File: config.mk
export PLATFORM = sky130hd
export DESIGN_NAME = bist_input_sel_flat
export DESIGN_NICKNAME = d
export VERILOG_FILES = /design/src/rtl/bist_input_sel_pkg.sv /design/src/rtl/bist_input_sel_if.sv /design/src/rtl/bist_input_sel_chan_mux.sv /design/src/rtl/bist_input_sel.sv /design/src/flat_wrapper.sv
export SDC_FILE = /design/constraint.sdc
export NUM_CORES = 1
export LEC_CHECK = 0
export BUFFER_PORTS_ARGS = -buffer_cell sky130_fd_sc_hd__buf_2
export CORE_MARGIN = 4
export CORE_UTILIZATION = 40
export CTS_CLUSTER_DIAMETER = 150
export DETAILED_ROUTE_END_ITERATION = 8
export MAX_ROUTING_LAYER = met4
export PLACE_DENSITY = 0.67
export SLEW_MARGIN = 20
export SYNTH_ARGS = -nofsm -noshare
export SYNTH_HDL_FRONTEND = slang
export SYNTH_SLANG_ARGS = --single-unit
File: constraint.sdc
create_clock -name clk -period 1.8 [get_ports clk]
set_input_delay 0.27 -clock clk [delete_from_list [all_inputs] [get_ports clk]]
set_output_delay 0.27 -clock clk [all_outputs]
set_load 0.03 [all_outputs]
File: src/rtl/bist_input_sel_pkg.sv
// -----------------------------------------------------------------------------
// bist_input_sel_pkg
// Shared definitions for the BIST input selector:
//   - state_t    : mode-switch FSM states (functional, drain to test, test,
//                  drain to functional)
//   - sel_width(): width of a channel select for a given channel count
//                  (never narrower than one bit, so NCH=1 still has a port)
// -----------------------------------------------------------------------------
package bist_input_sel_pkg;

    typedef enum logic [1:0] {
        ST_FUNC  = 2'd0,
        ST_DRN_T = 2'd1,
        ST_TEST  = 2'd2,
        ST_DRN_F = 2'd3
    } state_t;

    function automatic int sel_width(input int nch);
        return (nch <= 1) ? 1 : $clog2(nch);
    endfunction

endpackage

File: src/rtl/bist_input_sel_if.sv
// -----------------------------------------------------------------------------
// bist_input_sel_if
// Bundle of data/control signals between the BIST input selector and its
// surroundings.
//   func_data  NCH*WIDTH  functional channels, channel k at [k*WIDTH +: WIDTH]
//   func_sel   SEL_W      functional channel select
//   test_data  WIDTH      BIST pattern word
//   mode_req   1          1 = request test mode, 0 = request functional mode
//   hold       1          freeze y while in FUNC/TEST
//   y          WIDTH      registered selected data
//   y_valid    1          y carries a valid source word
//   test_mode  1          selector is in TEST
//   mode_ack   1          one-cycle pulse when a mode switch completes
// Modports: master drives the inputs and observes the outputs; slave is the
// selector itself.
// -----------------------------------------------------------------------------
interface bist_input_sel_if #(
    parameter int WIDTH = 4,
    parameter int NCH   = 2
) ();
    import bist_input_sel_pkg::*;

    localparam int SEL_W = sel_width(NCH);

    logic [NCH*WIDTH-1:0] func_data;
    logic [SEL_W-1:0]     func_sel;
    logic [WIDTH-1:0]     test_data;
    logic                 mode_req;
    logic                 hold;
    logic [WIDTH-1:0]     y;
    logic                 y_valid;
    logic                 test_mode;
    logic                 mode_ack;

    modport master (
        output func_data, func_sel, test_data, mode_req, hold,
        input  y, y_valid, test_mode, mode_ack
    );

    modport slave (
        input  func_data, func_sel, test_data, mode_req, hold,
        output y, y_valid, test_mode, mode_ack
    );

endinterface

File: src/rtl/bist_input_sel_chan_mux.sv
// -----------------------------------------------------------------------------
// bist_chan_mux
// Combinational NCH:1 channel multiplexer.
//   data  in  NCH*WIDTH  packed channels, channel k at [k*WIDTH +: WIDTH]
//   sel   in  SEL_W      channel index
//   out   out WIDTH      selected channel, or zero when sel >= NCH
// -----------------------------------------------------------------------------
module bist_chan_mux
    import bist_input_sel_pkg::*;
#(
    parameter int WIDTH = 4,
    parameter int NCH   = 2,
    parameter int SEL_W = sel_width(NCH)
) (
    input  logic [NCH*WIDTH-1:0] data,
    input  logic [SEL_W-1:0]     sel,
    output logic [WIDTH-1:0]     out
);

    logic [WIDTH-1:0] chans [NCH];

    for (genvar gi = 0; gi < NCH; gi++) begin : g_chan
        assign chans[gi] = data[gi*WIDTH +: WIDTH];
    end

    // Priority-free match: at most one index can equal sel. Indices that
    // match no channel (non power-of-two NCH) fall through to zero.
    always_comb begin
        out = '0;
        for (int k = 0; k < NCH; k++) begin
            if (int'(sel) == k) begin
                out = chans[k];
            end
        end
    end

endmodule

File: src/rtl/bist_input_sel.sv
// -----------------------------------------------------------------------------
// bist_input_sel
// Registered BIST input selector. Routes one functional channel (FUNC) or the
// BIST pattern word (TEST) onto y. Every mode switch passes through a drain
// state lasting GUARD cycles in which y is forced to zero and marked invalid,
// so the circuit under test never sees a word mixed from both sources.
//   clk    in   rising-edge clock
//   rst_n  in   asynchronous active-low reset
//   bus    slave modport of bist_input_sel_if (data, select, mode control,
//               y / y_valid / test_mode / mode_ack outputs)
// Parameters: WIDTH data width, NCH functional channels (>=1),
//             GUARD quiet cycles per switch (>=1).
// -----------------------------------------------------------------------------
module bist_input_sel
    import bist_input_sel_pkg::*;
#(
    parameter int WIDTH = 4,
    parameter int NCH   = 2,
    parameter int GUARD = 2
) (
    input  logic             clk,
    input  logic             rst_n,
    bist_input_sel_if.slave  bus
);

    localparam int SEL_W = sel_width(NCH);
    localparam int CNT_W = $clog2(GUARD + 1);
    // Last counter value of a drain; the edge that sees it leaves the drain,
    // so the counter never has to wrap.
    localparam logic [CNT_W-1:0] CNT_LAST = CNT_W'(GUARD - 1);

    state_t           state_reg, state_next;
    logic [CNT_W-1:0] cnt_reg,   cnt_next;
    logic [WIDTH-1:0] y_reg,     y_next;
    logic             valid_reg, valid_next;
    logic             ack_reg,   ack_next;
    logic [WIDTH-1:0] func_word;

    bist_chan_mux #(
        .WIDTH (WIDTH),
        .NCH   (NCH),
        .SEL_W (SEL_W)
    ) u_chan_mux (
        .data (bus.func_data),
        .sel  (bus.func_sel),
        .out  (func_word)
    );

    always_ff @(posedge clk or negedge rst_n) begin
        if (!rst_n) begin
            state_reg <= ST_FUNC;
            cnt_reg   <= '0;
            y_reg     <= '0;
            valid_reg <= 1'b0;
            ack_reg   <= 1'b0;
        end else begin
            state_reg <= state_next;
            cnt_reg   <= cnt_next;
            y_reg     <= y_next;
            valid_reg <= valid_next;
            ack_reg   <= ack_next;
        end
    end

    always_comb begin
        state_next = state_reg;
        cnt_next   = cnt_reg;
        y_next     = y_reg;
        valid_next = valid_reg;
        ack_next   = 1'b0;

        case (state_reg)
            ST_FUNC: begin
                if (bus.mode_req) begin
                    // Switch wins over hold: start the drain right away.
                    state_next = ST_DRN_T;
                    cnt_next   = '0;
                    y_next     = '0;
                    valid_next = 1'b0;
                end else begin
                    valid_next = 1'b1;
                    if (!bus.hold) begin
                        y_next = func_word;
                    end
                end
            end

            ST_DRN_T: begin
                if (cnt_reg == CNT_LAST) begin
                    state_next = ST_TEST;
                    cnt_next   = '0;
                    y_next     = bus.test_data;
                    valid_next = 1'b1;
                    ack_next   = 1'b1;
                end else begin
                    cnt_next   = cnt_reg + CNT_W'(1);
                    y_next     = '0;
                    valid_next = 1'b0;
                end
            end

            ST_TEST: begin
                if (!bus.mode_req) begin
                    state_next = ST_DRN_F;
                    cnt_next   = '0;
                    y_next     = '0;
                    valid_next = 1'b0;
                end else begin
                    valid_next = 1'b1;
                    if (!bus.hold) begin
                        y_next = bus.test_data;
                    end
                end
            end

            ST_DRN_F: begin
                if (cnt_reg == CNT_LAST) begin
                    state_next = ST_FUNC;
                    cnt_next   = '0;
                    y_next     = func_word;
                    valid_next = 1'b1;
                    ack_next   = 1'b1;
                end else begin
                    cnt_next   = cnt_reg + CNT_W'(1);
                    y_next     = '0;
                    valid_next = 1'b0;
                end
            end

            default: begin
                state_next = ST_FUNC;
                cnt_next   = '0;
                y_next     = '0;
                valid_next = 1'b0;
            end
        endcase
    end

    assign bus.y         = y_reg;
    assign bus.y_valid   = valid_reg;
    assign bus.test_mode = (state_reg == ST_TEST);
    assign bus.mode_ack  = ack_reg;

endmodule

File: src/flat_wrapper.sv
// flat-port wrapper written by rule: the top's interface ports become plain ports
module bist_input_sel_flat import bist_input_sel_pkg::*;
#(
    parameter int WIDTH = 4,
    parameter int NCH   = 2,
    parameter int GUARD = 2
)
  (clk, rst_n, bus_func_data, bus_func_sel, bus_test_data, bus_mode_req, bus_hold, bus_y, bus_y_valid, bus_test_mode, bus_mode_ack);
  bist_input_sel_if #(.WIDTH(WIDTH), .NCH(NCH)) bus_i ();
  input  logic clk;
  input  logic rst_n;
  input wire logic [$bits(bus_i.func_data)-1:0] bus_func_data;
  input wire logic [$bits(bus_i.func_sel)-1:0] bus_func_sel;
  input wire logic [$bits(bus_i.test_data)-1:0] bus_test_data;
  input wire logic [$bits(bus_i.mode_req)-1:0] bus_mode_req;
  input wire logic [$bits(bus_i.hold)-1:0] bus_hold;
  output wire logic [$bits(bus_i.y)-1:0] bus_y;
  output wire logic [$bits(bus_i.y_valid)-1:0] bus_y_valid;
  output wire logic [$bits(bus_i.test_mode)-1:0] bus_test_mode;
  output wire logic [$bits(bus_i.mode_ack)-1:0] bus_mode_ack;
  assign bus_i.func_data = bus_func_data;
  assign bus_i.func_sel = bus_func_sel;
  assign bus_i.test_data = bus_test_data;
  assign bus_i.mode_req = bus_mode_req;
  assign bus_i.hold = bus_hold;
  assign bus_y = bus_i.y;
  assign bus_y_valid = bus_i.y_valid;
  assign bus_test_mode = bus_i.test_mode;
  assign bus_mode_ack = bus_i.mode_ack;
  bist_input_sel #(.WIDTH(WIDTH), .NCH(NCH), .GUARD(GUARD)) u_core (.clk(clk), .rst_n(rst_n), .bus(bus_i));
endmodule
==> flow_summary.toml, run 1 <==
[setup_path]
crit_slowest_cell = "dfrtp_1"
worstSetupStartpointType = "register"
crit_fanout = 8
arrival_ns = 1.76
r2r_cells = 5
required_ns = 1.94
worstPathCellList = "inv_1, ha_1, and4bb_2, o21ai_0, a31oi_1"
slowest_delay_ns = 0.42
end_kind = "register"
crit_type = "register to register"

[global_routing]
grt_pass1_wl_mm = 2.415
grt_max_degree = 11
track_usage_pct = 13.41
grt_overflow = 0
grt_pass1_vias = 535
grt_antenna_before_repair = 0

[drt]
avgViaCountPerCell = 5.389
firstDrtPassIters = 4
drc = 0
first_iter_violations = 11
via_count = 582
ant_nets = 0
wl_per_cell_um = 12.71
routed_wl_mm = 1.373

[power]
vdd_ir_drop_max_v = 0.0008463
pwr-share-clk_pct = 15.1
total_power_mw = 1.334
switching_share_pct = 43.80
power.density_nw_per_um2 = 1606
p_comb_share_pct = 56.8
power_leakage_nw = 0.4150
internal_power_mw = 0.7498
seq_power_share_pct = 28.0
power.net_switching_mw = 0.5842

[cts]
cts_sinks = 10
clock_latency_ns = 0.27
clk_path_buf_depth = 2
clkTransAtPathRegs_ns = 0.07
cts-root-buf = "clkbuf_4"
cts_htree_levels = 1
cts_resized = 0
cts_tree = "done"
cts_buffers = 3

[timing]
timing.final.max_slew_violations = 0
finalHoldViolations = 0
rsz0062_at_grt = "false"
post-route-min-period_ns = 1.618
final.setup.tns_ns = 0
worst_slew_pin_slew_ns = 0.2498
slew_headroom_pct = 82.99
clock.fmax_ghz = 0.6180
setup_viol_count_final = 0
whs_ns = 0.3822
period_share_pct = 89.90
clock_skew_ns = 0.007038

[placed_design]
dp_hpwl_mm = 1.153
portBuffers = 23
globalplace.congestion = 0.8377

[cells_and_area]
fin_nets = 115
largest_reg_flops = 4
antennaDiodeCount = 0
fin_util_pct = 54.52
layout-drive-gt1-share_pct = 41.30
area_growth_pct = 26.96
fillers = 141

[run]
cap_violations = 0

[synthesis]
syn_avg_cell_area_um2 = 10.07
yosysTopAreaCell = "dfrtp_1"
ys_seq_area_share_pct = 38.24
synthCells = 65
yosys.area.top_type_share_pct = 38.24
ys_top_cells_by_area = "dfrtp_1 38%, ha_1 9.6%, mux2_2 8.6%"
yosysWarningCount = 0
synth_nets = 87
ys_ff_latch = 10
syn_area_um2 = 654.4
synth_cell_types = 21

[die]
rows = 14
fp.dieH_um = 48.45
design.core.area_um2 = 1524
boundaryPins = 24
dieArea_um2 = 2347
die_w_um = 48.45
initial_utilization_pct = 42.94

[outcome]
run_status = "complete, no violations"

[worst_hold_path]
hold_class = "input port to async pin"
per-layer routing:
layer  GRT usage, %  vias up  share of wire [%]
li1               -      289                  -
met1          14.29      271                 41
met2          21.30       22                 49
met3          7.975        0                 10
met4          2.765        0                  0
met5              -        -                  0
cell usage after synthesis:
cell type	instances
and2_1	1
nor2b_1	5
o21ai_0	10
o31a_1	1
a22oi_1	1
ha_1	5
nor3_1	5
and3b_1	1
and2b_2	2
mux2_2	5
o21ai_2	1
and4bb_2	1
a31oi_1	4
inv_1	3
nor2_1	5
buf_2	1
dfrtp_1	10
nand2b_1	1
mux2i_4	1
mux2_4	1
o21ai_1	1
final cells by class:
cell class | count | area [um^2] | area share, %
flip-flops and latches | 10 | 250.2 | 30.12
clock buffers | 4 | 36.28 | 4.367
well taps | 16 | 20.02 | 2.410
repair buffers | 24 | 125.1 | 15.06
inverters | 3 | 11.26 | 1.355
multi-input cells | 51 | 387.9 | 46.69
cell families after synthesis:
family	Yosys count	share of synthesized area, %
AO/OA/AOI/OAI	18	16.06
adder cells (fa/ha/maj)	5	9.560
buffers and inverters	4	2.485
flip-flops	10	38.24
multiplexers	7	14.34
AND/OR/NAND/NOR	21	19.31
repair_timing:
item                      CTS  global route
setup buffers               0             0
hold endpoints to repair   10             0
hold buffers                1             0
path summary, 6_finish.rpt:
| kind | from | end | slack, ns |
|---|---|---|---|
| worst min register to register | u_core.bus.y[2]$_DFFE_PN0P_ | u_core.bus.y[2]$_DFFE_PN0P_ | 0.56 |
| worst min-delay path | rst_n | u_core.bus.y[2]$_DFFE_PN0P_ | 0.38 |
| worst max-delay path | u_core.state_reg[1]$_DFFE_PN0P_ | u_core.bus.y[0]$_DFFE_PN0P_ | 0.18 |
| max in group asynchronous | rst_n | u_core.cnt_reg[0]$_DFFE_PN0P_ | 1.22 |
| min in group clk | bus_hold | u_core.bus.y[2]$_DFFE_PN0P_ | 0.38 |
| worst max register to register | u_core.state_reg[1]$_DFFE_PN0P_ | u_core.bus.y[0]$_DFFE_PN0P_ | 0.18 |
metrics by stage:
stage / instance area (um^2) / setup WS (ns) / instances
floorplan: 654.4 / 0.2142 / 65
global placement: 784.5 / 0.1947 / 103
finish: 830.8 / 0.1818 / 108
detailed placement: 784.5 / 0.1685 / 103
global route: 830.8 / 0.09525 / 108
CTS: 830.8 / 0.1636 / 108
cells in the final DEF, fill, tap and decap left out, types with 2 or more instances in the layout:
| master | count |
|---|---|
| buf_2 | 23 |
| o21ai_0 | 10 |
| dfrtp_1 | 10 |
| nor2_1 | 5 |
| nor2b_1 | 5 |
| mux2_2 | 5 |
| nor3_1 | 5 |
| ha_1 | 5 |
| a31oi_1 | 4 |
| inv_1 | 3 |
| clkbuf_4 | 3 |
| and2b_2 | 2 |
worst max-delay path: cells and delay by family, from the launching register on:
kind	cells	cell delay [ns]
flip-flops	1	0.42
AND/OR/NAND/NOR	1	0.31
buffers and inverters	1	0.12
adder cells (fa/ha/maj)	1	0.29
AO/OA/AOI/OAI	2	0.35
power groups by stage:
stage	Sequential, mW	Clock, mW	Combinational (mW)
after global routing	0.387	0.220	0.845
after detailed placement	0.377	0	0.773
final	0.374	0.202	0.758
after global placement	0.375	0	0.758
after CTS	0.375	0.208	0.773
after floorplan	0.475	0	0.485
(Power assumes the default switching activity.)
==> run 2, diff against run 1 <==
clock period = 2 ns   (was 1.8 ns; I/O delays follow)
==> run 2 against run 1 <==
Compared with the run above: global-route usage decreased by 0.45 points; cell count unchanged; sequential power decreased by 9.9%; non-clock buffer count unchanged; register-to-register slack improved by 0.17 ns; sequential share of layout area unchanged.
==> flow_summary.toml, run 2 (same netlist as run 1, synthesis figures left out) <==
[setup_path]
worstSetupStartpointType = "register"
required_ns = 2.13
worstPathCellList = "inv_1, ha_1, and4bb_2, o21ai_0, a31oi_1"
arrival_ns = 1.78
end_kind = "register"
crit_slowest_cell = "dfrtp_1"
crit_type = "register to register"
slowest_delay_ns = 0.43
crit_fanout = 8

[cts]
cts_buffers = 3
cts_htree_levels = 1
clock_latency_ns = 0.26
postCtsSetupBuffers = 0
clk_path_buf_depth = 2
clkTransAtPathRegs_ns = 0.07
cts_sinks = 10
cts-root-buf = "clkbuf_4"
cts_tree = "done"

[drt]
avgViaCountPerCell = 5.157
ant_nets = 0
via_count = 557
wl_per_cell_um = 13.00
routed_wl_mm = 1.404
dr_wl_met3_um = 125
first_iter_violations = 2
wl_met1_um = 579
firstDrtPassIters = 4
drc = 0
met2_wirelength_um = 699
highest_layer = "met3"

[timing]
timing.final.max_slew_violations = 0
rsz0062_at_grt = "false"
layout_setup_ws_ns = 0.3541
finalHoldViolations = 0
period_share_pct = 82.30
whs_ns = 0.4168
clock.fmax_ghz = 0.6076
post-route-min-period_ns = 1.646
setup_viol_count_final = 0
clock_skew_ns = 0.005083
final.setup.tns_ns = 0
worst_slew_pin_slew_ns = 0.2689
slew_headroom_pct = 81.69

[die]
initial_utilization_pct = 42.94
die_w_um = 48.45
rows = 14
fp.dieH_um = 48.45
boundaryPins = 24
design.core.area_um2 = 1524
dieArea_um2 = 2347

[power]
vdd_ir_drop_max_v = 0.0007497
total_power_mw = 1.200
power.density_nw_per_um2 = 1445
power_leakage_nw = 0.4150

[global_routing]
grt_antenna_before_repair = 0
grt_pass1_vias = 527
grt_pass1_wl_mm = 2.332
track_usage_pct = 12.96
grt_overflow = 0
grt_max_degree = 11

[cells_and_area]
largest_reg_flops = 4
fin_nets = 115
stdcell_area_um2 = 830.8
antennaDiodeCount = 0
final_cell_mix = "23 x buf_2, 10 x o21ai_0, 10 x dfrtp_1"
area_growth_pct = 26.96
finalNonFillerCells = 108
fillers = 146
fin_util_pct = 54.52
layout_commonest_cell = "buf_2"
layout-drive-gt1-share_pct = 41.30

[outcome]
run_status = "complete, no violations"

[placed_design]
globalplace.congestion = 0.8373
dp_hpwl_mm = 1.175
dpl_cell_area_um2 = 784.5
portBuffers = 23
dpl.cell_count = 103
pre_cts_ws_ns = 0.3663

[worst_hold_path]
hold_class = "input port to async pin"

[run]
cap_violations = 0
==> run 2: timing repair <==
item                                   in CTS  in global routing
hold buffers                                1                  0
endpoints found under the hold margin      10                  0
resized for setup                           0                  0
==> run 2: path summary, 6_finish.rpt <==
check / from / endpoint / depth (start not counted) / slack [ns]
worst max-delay path: u_core.state_reg[1]$_DFFE_PN0P_ / u_core.bus.y[0]$_DFFE_PN0P_ / 5 / 0.35
worst min-delay path: rst_n / u_core.bus.y[2]$_DFFE_PN0P_ / 2 / 0.42
worst max register to register: u_core.state_reg[1]$_DFFE_PN0P_ / u_core.bus.y[0]$_DFFE_PN0P_ / 5 / 0.35
worst min register to register: u_core.bus.y[3]$_DFFE_PN0P_ / u_core.bus.y[3]$_DFFE_PN0P_ / 2 / 0.57
max in group asynchronous: rst_n / u_core.cnt_reg[0]$_DFFE_PN0P_ / 2 / 1.39
min in group clk: bus_hold / u_core.bus.y[1]$_DFFE_PN0P_ / 3 / 0.42
==> run 2: where the power goes <==
group	internal, mW	leakage [nW]	total, mW	switching (mW)
combinational	0.279	0.266	0.683	0.405
sequential	0.285	0.128	0.337	0.0513
clock	0.111	0.0210	0.180	0.0699
==> run 2: area by class of cell <==
| type | instances | area, um^2 | area share (%) |
|---|---|---|---|
| clock buffer | 4 | 36.28 | 4.367 |
| inverter | 3 | 11.26 | 1.355 |
| multi-input combinational | 51 | 387.9 | 46.69 |
| sequential | 10 | 250.2 | 30.12 |
| tap | 16 | 20.02 | 2.410 |
| timing repair buffer | 24 | 125.1 | 15.06 |
==> run 2: critical path, delay by kind of cell, from the launching register on <==
kind,cells,cell delay [ns]
AOI/OAI and AO/OA,2,0.36
adders and majority gates,1,0.30
buffers and inverters,1,0.12
DFF,1,0.43
and+or+nand+nor,1,0.31
==> run 2: layer usage <==
metal  vias to the layer above  track usage (%)
li1                        289                -
met1                       248            14.70
met2                        20            20.43
met3                         0            6.442
met4                         0            2.765
met5                         -                -
